**config.mk**
```make
export PLATFORM = sky130hd
export DESIGN_NAME = ser_frame_rx
export DESIGN_NICKNAME = d
export VERILOG_FILES = /design/src/rtl/ser_frame_rx.sv
export SDC_FILE = /design/constraint.sdc
export NUM_CORES = 1
export LEC_CHECK = 0
export BUFFER_PORTS_ARGS = -buffer_cell sky130_fd_sc_hd__buf_2
export CELL_PAD_IN_SITES_DETAIL_PLACEMENT = 1
export CELL_PAD_IN_SITES_GLOBAL_PLACEMENT = 1
export CORE_MARGIN = 10
export CORE_UTILIZATION = 40
export DETAILED_ROUTE_END_ITERATION = 10
export PLACE_DENSITY_LB_ADDON = 0.1
export SLEW_MARGIN = 25
export SYNTH_ARGS = -nofsm -noshare
export SYNTH_HDL_FRONTEND = slang
export SYNTH_SLANG_ARGS = --single-unit
```
**constraint.sdc**
```tcl
create_clock -name clk -period 1.9 [get_ports clk]
set_input_delay 0.285 -clock clk [delete_from_list [all_inputs] [get_ports clk]]
set_output_delay 0.285 -clock clk [all_outputs]
set_load 0.02 [all_outputs]
```
**src/rtl/ser_frame_rx.sv**
```systemverilog
// rtl/ser_frame_rx.sv - strobed serial frame receiver with optional even parity
// Receives start/8 data/[parity]/stop frames and hands bytes to a ready/valid consumer.
module ser_frame_rx #(
  parameter bit PARITY_EN = 1'b1
) (
  input  logic       clk,
  input  logic       reset,
  input  logic       en,
  input  logic       din,
  output logic [7:0] data,
  output logic       valid,
  input  logic       ready,
  output logic       busy,
  output logic       frame_err,
  output logic       parity_err,
  output logic       overrun
);

  typedef enum logic [1:0] {IDLE, DATA, PARITY, STOP} state_e;

  state_e     state_q, state_d;
  logic [2:0] cnt_q, cnt_d;
  logic [7:0] shreg_q, shreg_d;
  logic [7:0] data_q, data_d;
  logic       valid_q, valid_d;
  logic       busy_q, busy_d;
  logic       frame_err_q, frame_err_d;
  logic       parity_err_q, parity_err_d;
  logic       overrun_q, overrun_d;
  logic       perr_q, perr_d;
  logic       good_frame;

  always_comb begin
    state_d      = state_q;
    cnt_d        = cnt_q;
    shreg_d      = shreg_q;
    data_d       = data_q;
    valid_d      = valid_q & ~ready;
    frame_err_d  = 1'b0;
    parity_err_d = 1'b0;
    overrun_d    = overrun_q;
    perr_d       = perr_q;
    good_frame   = 1'b0;
    if (en) begin
      case (state_q)
        IDLE: begin
          if (!din) begin
            state_d = DATA;
            cnt_d   = 3'd0;
            perr_d  = 1'b0;
          end
        end
        DATA: begin
          shreg_d = {din, shreg_q[7:1]};
          cnt_d   = cnt_q + 3'd1;
          if (cnt_q == 3'd7) state_d = PARITY_EN ? PARITY : STOP;
        end
        PARITY: begin
          perr_d  = ^{shreg_q, din};
          state_d = STOP;
        end
        STOP: begin
          state_d      = IDLE;
          frame_err_d  = ~din;
          parity_err_d = PARITY_EN && perr_q;
          good_frame   = din && !(PARITY_EN && perr_q);
          // A pending byte that is not being accepted right now wins over the new one.
          if (good_frame) begin
            if (valid_q && !ready) begin
              overrun_d = 1'b1;
            end else begin
              data_d  = shreg_q;
              valid_d = 1'b1;
            end
          end
        end
        default: state_d = IDLE;
      endcase
    end
    busy_d = (state_d != IDLE);
  end

  always_ff @(posedge clk) begin
    if (reset) begin
      state_q      <= IDLE;
      cnt_q        <= 3'd0;
      shreg_q      <= 8'h00;
      data_q       <= 8'h00;
      valid_q      <= 1'b0;
      busy_q       <= 1'b0;
      frame_err_q  <= 1'b0;
      parity_err_q <= 1'b0;
      overrun_q    <= 1'b0;
      perr_q       <= 1'b0;
    end else begin
      state_q      <= state_d;
      cnt_q        <= cnt_d;
      shreg_q      <= shreg_d;
      data_q       <= data_d;
      valid_q      <= valid_d;
      busy_q       <= busy_d;
      frame_err_q  <= frame_err_d;
      parity_err_q <= parity_err_d;
      overrun_q    <= overrun_d;
      perr_q       <= perr_d;
    end
  end

  assign data       = data_q;
  assign valid      = valid_q;
  assign busy       = busy_q;
  assign frame_err  = frame_err_q;
  assign parity_err = parity_err_q;
  assign overrun    = overrun_q;

endmodule

```
==> results by group, run 1 <==
Worst hold path
  • Hold Path Class: in2reg
  • Hold path depth: 2

Synthesis
  • Post-synth EDFFs: 0
  • Sequential fraction of the synthesis area: 50.17%
  • Synth Area in Simple Gates: 17.54%
  • Post-Synth Adder-Cell Area: 2.323%
  • Synth Flop Type: dfxtp_1
  • Netlist cell types: 22
  • Share of flip-flops with an asynchronous set or reset: 0%
  • Dominant cell type by area after synthesis: dfxtp_1
  • Post-Syn Instances: 116
  • Flop and latch count out of synthesis: 27
  • Post-Syn Nets: 123
  • Top cells by count, synth: dfxtp_1 (27), nor2_1 (15), a21oi_1 (12), nand2_1 (11), o21ai_0 (11)
  • Compound-Gate Fraction of Synth Area: 12.78%
  • Yosys top cell area share: 50.17%
  • XOR/XNOR share of the synthesized area: 6.969%
  • Portion of netlist area occupied by mux cells: 7.433%
  • Combinational family with the most area after synthesis: simple AND/OR/NAND/NOR gates
  • Synthesized area: 1077 sq um
  • Most common cell in the netlist: dfxtp_1
  • Synth top area cells: dfxtp_1 (50%), mux2i_1 (7.4%), a21oi_1 (5.6%)
  • Synth warn: 0
  • Syn avg cell area: 9.287 sq um

Floorplan
  • Core region area: 2522 sq um
  • Initial core utilization: 42.71%
  • Die Y-Extent: 71.90 um
  • IO Count: 18
  • Rows: 18
  • Die footprint: 5169 sq um
  • Width of the die: 71.90 um

Timing
  • Final Hold Fails: 0
  • Relative slew margins: 68.67%
  • Final worst path period share: 82.10%
  • Layout Skew: 0.007026 ns
  • Setup TNS: 0 ns
  • Final setup violation count: 0
  • F_max: 641.1 MHz
  • Worst Tran Pin Value: 0.4699 ns
  • Fin. max-slew vios: 0
  • RSZ-0062 raised after global routing: false
  • Crit path time final: 1.560 ns

Route
  • DR vias/cell: 5.145
  • Routed Antenna Nets: 0
  • WL/cell: 14.37 um
  • DRC violations left: 0
  • Drt initial violations: 35
  • 1st-pass router iterations: 4
  • Via count: 854
  • Final wirelength: 2385 um

GRT
  • Initial antenna violation count: 0
  • All-Layer GR Usage: 9.751%
  • Largest net degree at the start of global routing: 28
  • Global-route wire length before repair: 4278 um
  • Vias in the first global route: 912
  • GR Overflow Total: 0

Power
  • Final Total Pwr: 860.4 uW
  • Peak VDD IR: 0.0004324 V
  • Leakage: 0.4827 nW
  • Power Density: 695.3 nW/um^2

CTS
  • Setup bufs post-CTS: 0
  • CTS H-tree lvls: 1
  • Clk_lat worst skew: 0.31 ns
  • Post_cts resized: 0
  • Root buf cell: clkbuf_4
  • Num CTS Buffers: 3
  • Hold buffer count at cts: 0
  • CTS tree: built
  • Sink Count: 27
  • CTS clock-pin slew for the worst setup and hold paths: 0.14 ns
  • Max Buffers Root-to-Sink: 2

Cells and area
  • Register Area: 540.5 sq um
  • Fin area: 1237 sq um
  • Area grow syn2layout: 14.87%
  • ANT cells: 0
  • Proportion of layout cells with a drive suffix above 1: 19.85%
  • Multi-input logic area: 506.7 sq um
  • Post-layout nets: 144
  • # fillers: 305

Place
  • IO Port Bufs: 17
  • GP Congestion: 0.7393
  • Post-DP HPWL: 1774 um
  • DP Area: 1211 sq um

Critical path
  • CP arrival: 1.76 ns
  • Crit Path Max Fanout: 15
  • Critical Path Start Type: register
  • Worst r2r path cells: 5
  • Crit path kind: reg2reg
  • Reg-to-reg setup timing slack: 0.34 ns
  • Worst EP required: 2.10 ns
  • Crit path capture type: register

Job
  • # Max-Cap Violations: 0

Status
  • Status: completed
logic make-up (layout without fill, tap and decap cells):
group	count (synthesis)	after routing
and+or+nand+nor	38	38
buffers and inverters	8	28
adders and majority gates	2	2
AOI/OAI and AO/OA	26	26
DFF	27	27
muxes	8	8
xor gates and xnor gates	7	7
routing by layer:
metal  share of wire, %  global-route usage (%)  up-vias
li1                   -                       -      435
met1                 50                   12.46      405
met2                 46                   15.69       12
met3                3.9                   2.313        2
met4               0.55                   3.226        0
met5                  0                       0        -
stage by stage:
| step | hold slack (ns) | setup WS (ns) | util (%) | cells |
|---|---|---|---|---|
| final | 0.2294 | 0.3401 | 49.06 | 166 |
| after CTS | 0.2136 | 0.3376 | 49.06 | 166 |
| after floorplan | 0.3635 | 0.4585 | - | 116 |
| after detailed placement | 0.4580 | 0.3630 | 48.02 | 162 |
| after global placement | 0.4480 | 0.4398 | 48.02 | 162 |
| after global routing | 0.2239 | 0.1758 | 49.06 | 166 |
where the power goes:
| part | switching (mW) | internal (mW) |
|---|---|---|
| sequential | 0.00428 | 0.571 |
| combinational | 0.0308 | 0.0173 |
| clock | 0.155 | 0.0819 |
| total | 0.190 | 0.670 |
critical path, cell delays in order, from the launching register on:
cell,delay (ns)
dfxtp_1,0.44
nand2_2,0.22
nor4_4,0.33
buf_4,0.20
mux2i_1,0.19
nor2_1,0.05
final timing paths:
| path | startpoint | endpoint |
|---|---|---|
| worst max-delay path | state_q[0] | data[2] |
| worst min-delay path | din | frame_err |
| worst max register to register | state_q[0] | data[2] |
| worst min register to register | overrun | overrun |
flip-flops by register name, indices dropped and copies added, names as in the netlist:
signal	count
data	8
shreg_q	8
cnt_q	3
state_q	2
busy	1
frame_err	1
overrun	1
parity_err	1
perr_q	1
valid	1
cells in the final DEF (no fill, tap or decap), drive strengths merged:
cell type	count
xnor2	6
or2	1
nand3b	2
xnor3	1
nor2b	1
nor2	15
and2b	1
nor3	2
o21ai	11
mux2i	8
nor4	3
inv	3
a22oi	2
nand4	1
clkbuf	4
a21oi	12
nand2	12
buf	21
ha	2
dfxtp	27
o211ai	1
area by class of cell:
cell class	count	area share, %
well taps	30	3.033
repair buffers	21	9.302
inverters	3	0.9100
clock buffers	4	2.123
flip-flops and latches	27	43.68
multi-input cells	81	40.95
(Power assumes the default switching activity.)
==> inputs of run 2 (changes only) <==
--- a/config.mk
+++ b/config.mk
@@ -5,11 +5,12 @@
 export SDC_FILE = /design/constraint.sdc
 export NUM_CORES = 1
 export LEC_CHECK = 0
+export ABC_AREA = 1
 export BUFFER_PORTS_ARGS = -buffer_cell sky130_fd_sc_hd__buf_2
 export CELL_PAD_IN_SITES_DETAIL_PLACEMENT = 1
 export CELL_PAD_IN_SITES_GLOBAL_PLACEMENT = 1
 export CORE_MARGIN = 10
-export CORE_UTILIZATION = 40
+export CORE_UTILIZATION = 36
 export DETAILED_ROUTE_END_ITERATION = 10
 export PLACE_DENSITY_LB_ADDON = 0.1
 export SLEW_MARGIN = 25
==> constraint.sdc (replaced) <==
create_clock -name clk -period 1.3 [get_ports clk]
set_input_delay 0.195 -clock clk [delete_from_list [all_inputs] [get_ports clk]]
set_output_delay 0.195 -clock clk [all_outputs]
set_load 0.02 [all_outputs]
==> results by group, run 2 <==
Timing
  • Worst Tran Pin Value: 0.6405 ns (+0.1707 ns)
  • F_max: 795.4 MHz (+24%)
  • Final worst path period share: 96.72% (+15 points)
  • Layout Skew: 0.005811 ns (-0.001215 ns)
  • Final setup violation count: 0 (unchanged)
  • Fin. max-slew vios: 0 (unchanged)
  • Final Hold Fails: 0 (unchanged)
  • Setup TNS: 0 ns (unchanged)
  • Setup WS post-layout: 0.04270 ns (-0.2974 ns)
  • Crit path time final: 1.257 ns (-0.3026 ns)
  • Relative slew margins: 57.25% (-11 points)
  • RSZ-0062 raised after global routing: true

Place
  • Post-DP HPWL: 2201 um (+24%)
  • Place WS: -0.05931 ns (-0.4223 ns)
  • IO Port Bufs: 17 (unchanged)
  • GP Congestion: 0.7574 (+2.4%)

Floorplan
  • Die Y-Extent: 77.01 um (+7.1%)
  • Core region area: 3078 sq um (+22%)
  • Rows: 20 (+2)
  • Die footprint: 5930 sq um (+15%)
  • Initial core utilization: 38.01% (-4.7 points)
  • IO Count: 18 (unchanged)
  • Width of the die: 77.01 um (+7.1%)

Critical path
  • CP max-delay cell: dfxtp_2
  • Crit Path Max Fanout: 8 (-7)
  • CP Launch Point: state_q[0]
  • R2r startpoint: state_q[0]
  • Worst r2r path cells: 7 (+2)
  • Worst EP required: 1.57 ns (-0.53 ns)
  • Crit path kind: reg2reg
  • Reg-to-reg setup timing slack: 0.04 ns (-0.30 ns)
  • Worst path max stage delay: 0.38 ns (-0.06 ns)
  • Worst Setup EP: data[2]
  • Critical Path Start Type: register
  • Crit path capture type: register
  • Reg2Reg Capture Point: data[2]
  • CP cell instances: nand2_4 > nor2_4 > nand2_4 > nor2_4 > buf_12 > o21ai_0 > a21oi_1
  • CP arrival: 1.53 ns (-0.23 ns)

Cells and area
  • # fillers: 407 (+33%)
  • Area grow syn2layout: 30.48%
  • Proportion of layout cells with a drive suffix above 1: 34.81% (+15 points)
  • ANT cells: 0 (unchanged)
  • Most frequent cells in the layout: nand2_1 (29), dfxtp_1 (23), a21oi_1 (19), inv_1 (17), buf_2 (17)
  • Post-layout nets: 189 (+31%)
  • Most common cell after layout, fill and taps aside: nand2_1

CTS
  • Clk_lat worst skew: 0.33 ns (+0.02 ns)
  • Hold buffer count at cts: 0 (unchanged)
  • Root buf cell: clkbuf_4
  • CTS clock-pin slew for the worst setup and hold paths: 0.15 ns (about the same)
  • CTS H-tree lvls: 1 (unchanged)
  • Max Buffers Root-to-Sink: 2 (unchanged)
  • Sink Count: 27 (unchanged)
  • CTS tree: built
  • Num CTS Buffers: 3 (unchanged)

Route
  • Final wirelength: 3084 um (+29%)
  • DR vias/cell: 4.840 (-5.9%)
  • Via count: 1089 (+28%)
  • DRC violations left: 0 (unchanged)
  • 1st-pass router iterations: 4 (unchanged)
  • Routed Antenna Nets: 0 (unchanged)
  • Drt initial violations: 78 (+120%)
  • WL/cell: 13.71 um (-4.6%)

Synthesis
  • Synthesized area: 1170 sq um (+8.6%)
  • Syn avg cell area: 7.851 sq um (-15%)
  • Dominant cell type by area after synthesis: dfxtp_1
  • Post-synth EDFFs: 0 (unchanged)
  • Synth Flop Type: dfxtp_1
  • Most common cell in the netlist: nand2_1
  • Synth warn: 0 (unchanged)
  • Share of flip-flops with an asynchronous set or reset: 0% (unchanged)
  • Netlist cell types: 26 (+18%)
  • Flop and latch count out of synthesis: 27 (unchanged)
  • Yosys top cell area share: 46.20% (-4.0 points)
  • Post-Syn Nets: 156 (+27%)
  • Top cells by count, synth: nand2_1 (30), dfxtp_1 (27), a21oi_1 (21), inv_1 (17), o21ai_0 (15)
  • Synth top area cells: dfxtp_1 (46%), nand2_1 (9.6%), a21oi_1 (9.0%)
  • Sequential fraction of the synthesis area: 46.20% (-4.0 points)
  • Post-Syn Instances: 149 (+28%)

Power
  • Peak VDD IR: 0.0005635 V (+30%)
  • Power Density: 929.0 nW/um^2 (+34%)
  • Leakage: 0.6942 nW (+44%)

Status
  • Status: completed

GRT
  • All-Layer GR Usage: 10.06% (+0.31 points)
  • Global-route wire length before repair: 4926 um (+15%)
  • Initial antenna violation count: 0 (unchanged)
  • Largest net degree at the start of global routing: 19 (-32%)
  • GR Overflow Total: 0 (unchanged)
  • Vias in the first global route: 1135 (+24%)

Worst hold path
  • Hold Path Class: in2reg

Job
  • # Max-Cap Violations: 0 (unchanged)
-- run 2: cell count changes after synthesis, sizes merged, moves of 2 or more --
cell and delta:
nand2 +20, inv +15, a21oi +11, mux2i -8, o21ai +7, xnor2 -5
clkbuf -4, buf +3, nand3 +3, a22oi -2, nand3b -2, nor4 -2
-- run 2: per-layer routing --
layer / part of all wire (%) / GRT usage (%)
met5: 0 / 0
met1: 47 / 10.66
met4: 2.7 / 5.474
met3: 4.8 / 3.030
met2: 45 / 17.45
-- run 2: how the worst min path moves through the flow --
stage	start	end	depth (start not counted)
2_1_floorplan	din	frame_err	1
3_3_place_gp	din	frame_err	2
3_5_place_dp	din	frame_err	2
4_1_cts	din	frame_err	2
5_1_grt	din	frame_err	2
6_report	din	frame_err	2
-- run 2: cell type report --
type                    count  area (sq um)  share of cell area, %
repair buffers             32         240.2                  15.74
multi-input cells         100         591.8                  38.77
flip-flops and latches     27         545.5                  35.74
clock buffers               4         26.28                  1.721
inverters                  18         67.56                  4.426
well taps                  44         55.05                  3.607
-- run 2: report_power, final --
group	switching [mW]	internal [mW]	total (mW)
Clock	0.255	0.120	0.376
Sequential	0.0160	0.849	0.865
Combinational	0.110	0.0673	0.177
-- run 2: repair_timing --
action | in CTS | in global routing
endpoints found under the setup margin | 2 | 13
gates cloned | 0 | 1
pin swaps | 1 | 6
setup buffers | 0 | 6
gates resized for setup | 4 | 19
-- run 2: worst max-delay path: cells and delay by family (launching register included) --
family          cells  cell delay, ns
compound gates      2            0.21
buf+inv             1            0.15
flops               1            0.38
simple gates        4            0.45
-- run 2: kinds of logic after synthesis --
group / Yosys count / share of synthesized area (%)
and+or+nand+nor: 54 / 21.82
AOI/OAI and AO/OA: 43 / 20.32
DFF: 27 / 46.20
buffers and inverters: 22 / 8.769
adders and majority gates: 2 / 2.139
xor gates and xnor gates: 1 / 0.7488
-- run 2: through the flow --
stage | utilization, % | power (mW) | hold slack (ns) | std cells | area, sq um
after floorplan | - | 0.9879 | 0.2734 | 149 | 1170
after global placement | 44.19 | 1.036 | 0.4484 | 214 | 1360
after detailed placement | 44.19 | 1.046 | 0.4451 | 214 | 1360
after CTS | 45.28 | 1.423 | 0.07339 | 218 | 1394
after global routing | 49.59 | 1.504 | 0.08524 | 225 | 1526
final | 49.59 | 1.418 | 0.08142 | 225 | 1526
==> inputs of run 3 (changes only) <==
--- a/config.mk
+++ b/config.mk
@@ -6,13 +6,14 @@
 export NUM_CORES = 1
 export LEC_CHECK = 0
 export ABC_AREA = 1
-export BUFFER_PORTS_ARGS = -buffer_cell sky130_fd_sc_hd__buf_2
 export CELL_PAD_IN_SITES_DETAIL_PLACEMENT = 1
 export CELL_PAD_IN_SITES_GLOBAL_PLACEMENT = 1
 export CORE_MARGIN = 10
-export CORE_UTILIZATION = 36
+export CORE_UTILIZATION = 40
 export DETAILED_ROUTE_END_ITERATION = 10
+export DONT_BUFFER_PORTS = 1
 export PLACE_DENSITY_LB_ADDON = 0.1
+export RECOVER_POWER = 100
 export SLEW_MARGIN = 25
 export SYNTH_ARGS = -nofsm -noshare
 export SYNTH_HDL_FRONTEND = slang
==> results by group, run 3 (synthesis results as in run 2) <==
Critical path
  • Crit path kind: reg2reg
  • CP arrival: 1.51 ns (-0.02 ns)
  • Crit path capture type: register
  • CP cell instances: ha_1 > ha_2 > or2_4 > a21oi_4 > a21oi_2
  • Critical Path Start Type: register
  • CP max-delay cell: dfxtp_1
  • Worst EP required: 1.54 ns (-0.03 ns)
  • Top Family by Delay on Critical Path: adder cells
  • Crit Path Max Fanout: 2 (-6)
  • Buffers and inverters on the worst path: 0 (-1)
  • Worst path max stage delay: 0.35 ns (-0.03 ns)

Power
  • Power Density: 1042 nW/um^2 (+12%)
  • Peak VDD IR: 0.0006905 V (+23%)
  • Leakage: 0.5746 nW (-17%)

Timing
  • Crit path time final: 1.265 ns (+0.007591 ns)
  • Fin. max-slew vios: 0 (unchanged)
  • Fin Hold WS: -0.1019 ns (-0.1833 ns)
  • Relative slew margins: 80.08% (+23 points)
  • Final setup violation count: 0 (unchanged)
  • Worst Tran Pin Value: 0.2974 ns (-0.3431 ns)
  • F_max: 790.6 MHz (-0.60%)
  • Final Hold Fails: 9 (+9)
  • Setup TNS: 0 ns (unchanged)
  • Setup WS post-layout: 0.03511 ns (-0.007591 ns)
  • Final worst path period share: 97.30% (+0.58 points)
  • Layout Skew: 0.007056 ns (+0.001245 ns)

Floorplan
  • Rows: 19 (-5.0%)
  • Initial core utilization: 42.06% (+4.1 points)
  • Die Y-Extent: 74.08 um (-3.8%)
  • IO Count: 18 (unchanged)
  • Die footprint: 5488 sq um (-7.5%)
  • Width of the die: 74.08 um (-3.8%)
  • Core region area: 2781 sq um (-9.6%)

CTS
  • Hold buffer count at cts: 1 (+1)
  • Sink Count: 27 (unchanged)
  • Max Buffers Root-to-Sink: 2 (unchanged)
  • Root buf cell: clkbuf_4
  • CTS clock-pin slew for the worst setup and hold paths: 0.15 ns (about the same)
  • Clk_lat worst skew: 0.33 ns (about the same)
  • Num CTS Buffers: 3 (unchanged)
  • Setup bufs post-CTS: 0 (unchanged)
  • CTS tree: built
  • CTS H-tree lvls: 1 (unchanged)

Route
  • Routed Antenna Nets: 0 (unchanged)
  • Final wirelength: 2864 um (-7.1%)
  • Drt initial violations: 48 (-38%)
  • DR vias/cell: 5.262 (+8.7%)
  • Via count: 1005 (-7.7%)
  • DRC violations left: 0 (unchanged)
  • 1st-pass router iterations: 4 (unchanged)
  • WL/cell: 14.99 um (+9.4%)

Cells and area
  • Most common cell after layout, fill and taps aside: nand2_1
  • Final core utilization: 48.31% (-1.3 points)
  • Most frequent cells in the layout: nand2_1 (29), dfxtp_1 (21), a21oi_1 (18), o21ai_0 (15), inv_1 (14)
  • Post-layout nets: 168 (-11%)
  • ANT cells: 0 (unchanged)
  • Proportion of layout cells with a drive suffix above 1: 26.88% (-7.9 points)
  • Area grow syn2layout: 14.87%
  • # fillers: 359 (-12%)

Job
  • # Max-Cap Violations: 0 (unchanged)

Status
  • Status: finished with violations
  • Failing checks: hold timing

GRT
  • Vias in the first global route: 1054 (-7.1%)
  • All-Layer GR Usage: 11.14% (+1.1 points)
  • GR Overflow Total: 0 (unchanged)
  • Largest net degree at the start of global routing: 16 (-3)
  • Initial antenna violation count: 0 (unchanged)
  • Global-route wire length before repair: 4774 um (-3.1%)

Place
  • Post-DP HPWL: 2139 um (-2.8%)
  • IO Port Bufs: 0 (-17)
  • Place WS: -0.08064 ns (-0.02133 ns)
  • GP Congestion: 0.7468 (-1.4%)

Worst hold path
  • Hold Path Class: in2reg
==> run 3: final cells by class <==
| type | instances | area (sq um) | area share, % |
|---|---|---|---|
| Clock buffer | 3 | 22.52 | 1.676 |
| Clock inverter | 1 | 5.005 | 0.3724 |
| Sequential cell | 27 | 548.0 | 40.78 |
| Inverter | 18 | 67.56 | 5.028 |
| Tap cell | 31 | 38.79 | 2.886 |
| Timing Repair Buffer | 11 | 102.6 | 7.635 |
| Multi-Input combinational cell | 100 | 559.3 | 41.62 |
==> run 3: routing by layer <==
metal  wire length (um)  track usage, %  vias to the layer above
met5                  0               0                        -
met4                 38           4.348                        0
met3                202           3.989                        5
met2               1418           18.37                       17
met1               1205           12.86                      480
li1                   -               -                      503
==> run 3: worst paths after layout <==
| check | startpoint | to | slack [ns] | cells past startpoint |
|---|---|---|---|---|
| hold / removal | reset | perr_q | -0.10 | 1 |
| hold reg to reg | cnt_q[1] | cnt_q[1] | 0.49 | 2 |
| setup reg to reg | cnt_q[0] | busy | 0.04 | 5 |
| setup / recovery | cnt_q[0] | busy | 0.04 | 5 |
==> run 3: report_power, final <==
group / leakage, nW / internal [mW] / switching [mW]
registers: 0.221 / 0.850 / 0.0192
logic: 0.336 / 0.0614 / 0.0931
clock network: 0.0177 / 0.116 / 0.260
total: 0.575 / 1.03 / 0.372
==> run 3: stage by stage <==
step | power, mW | instance area [sq um] | instances
floorplan | 0.9879 | 1170 | 149
global placement | 1.022 | 1274 | 186
detailed placement | 1.031 | 1274 | 186
CTS | 1.407 | 1321 | 191
global route | 1.488 | 1344 | 191
finish | 1.400 | 1344 | 191
==> run 3: timing repair <==
action / 4_1_cts / 5_1_grt
cloned: 0 / 0
gates resized for setup: 5 / 15
pin swaps: 1 / 2
setup endpoints to repair: 3 / 5
hold endpoints to repair: 9 / 9
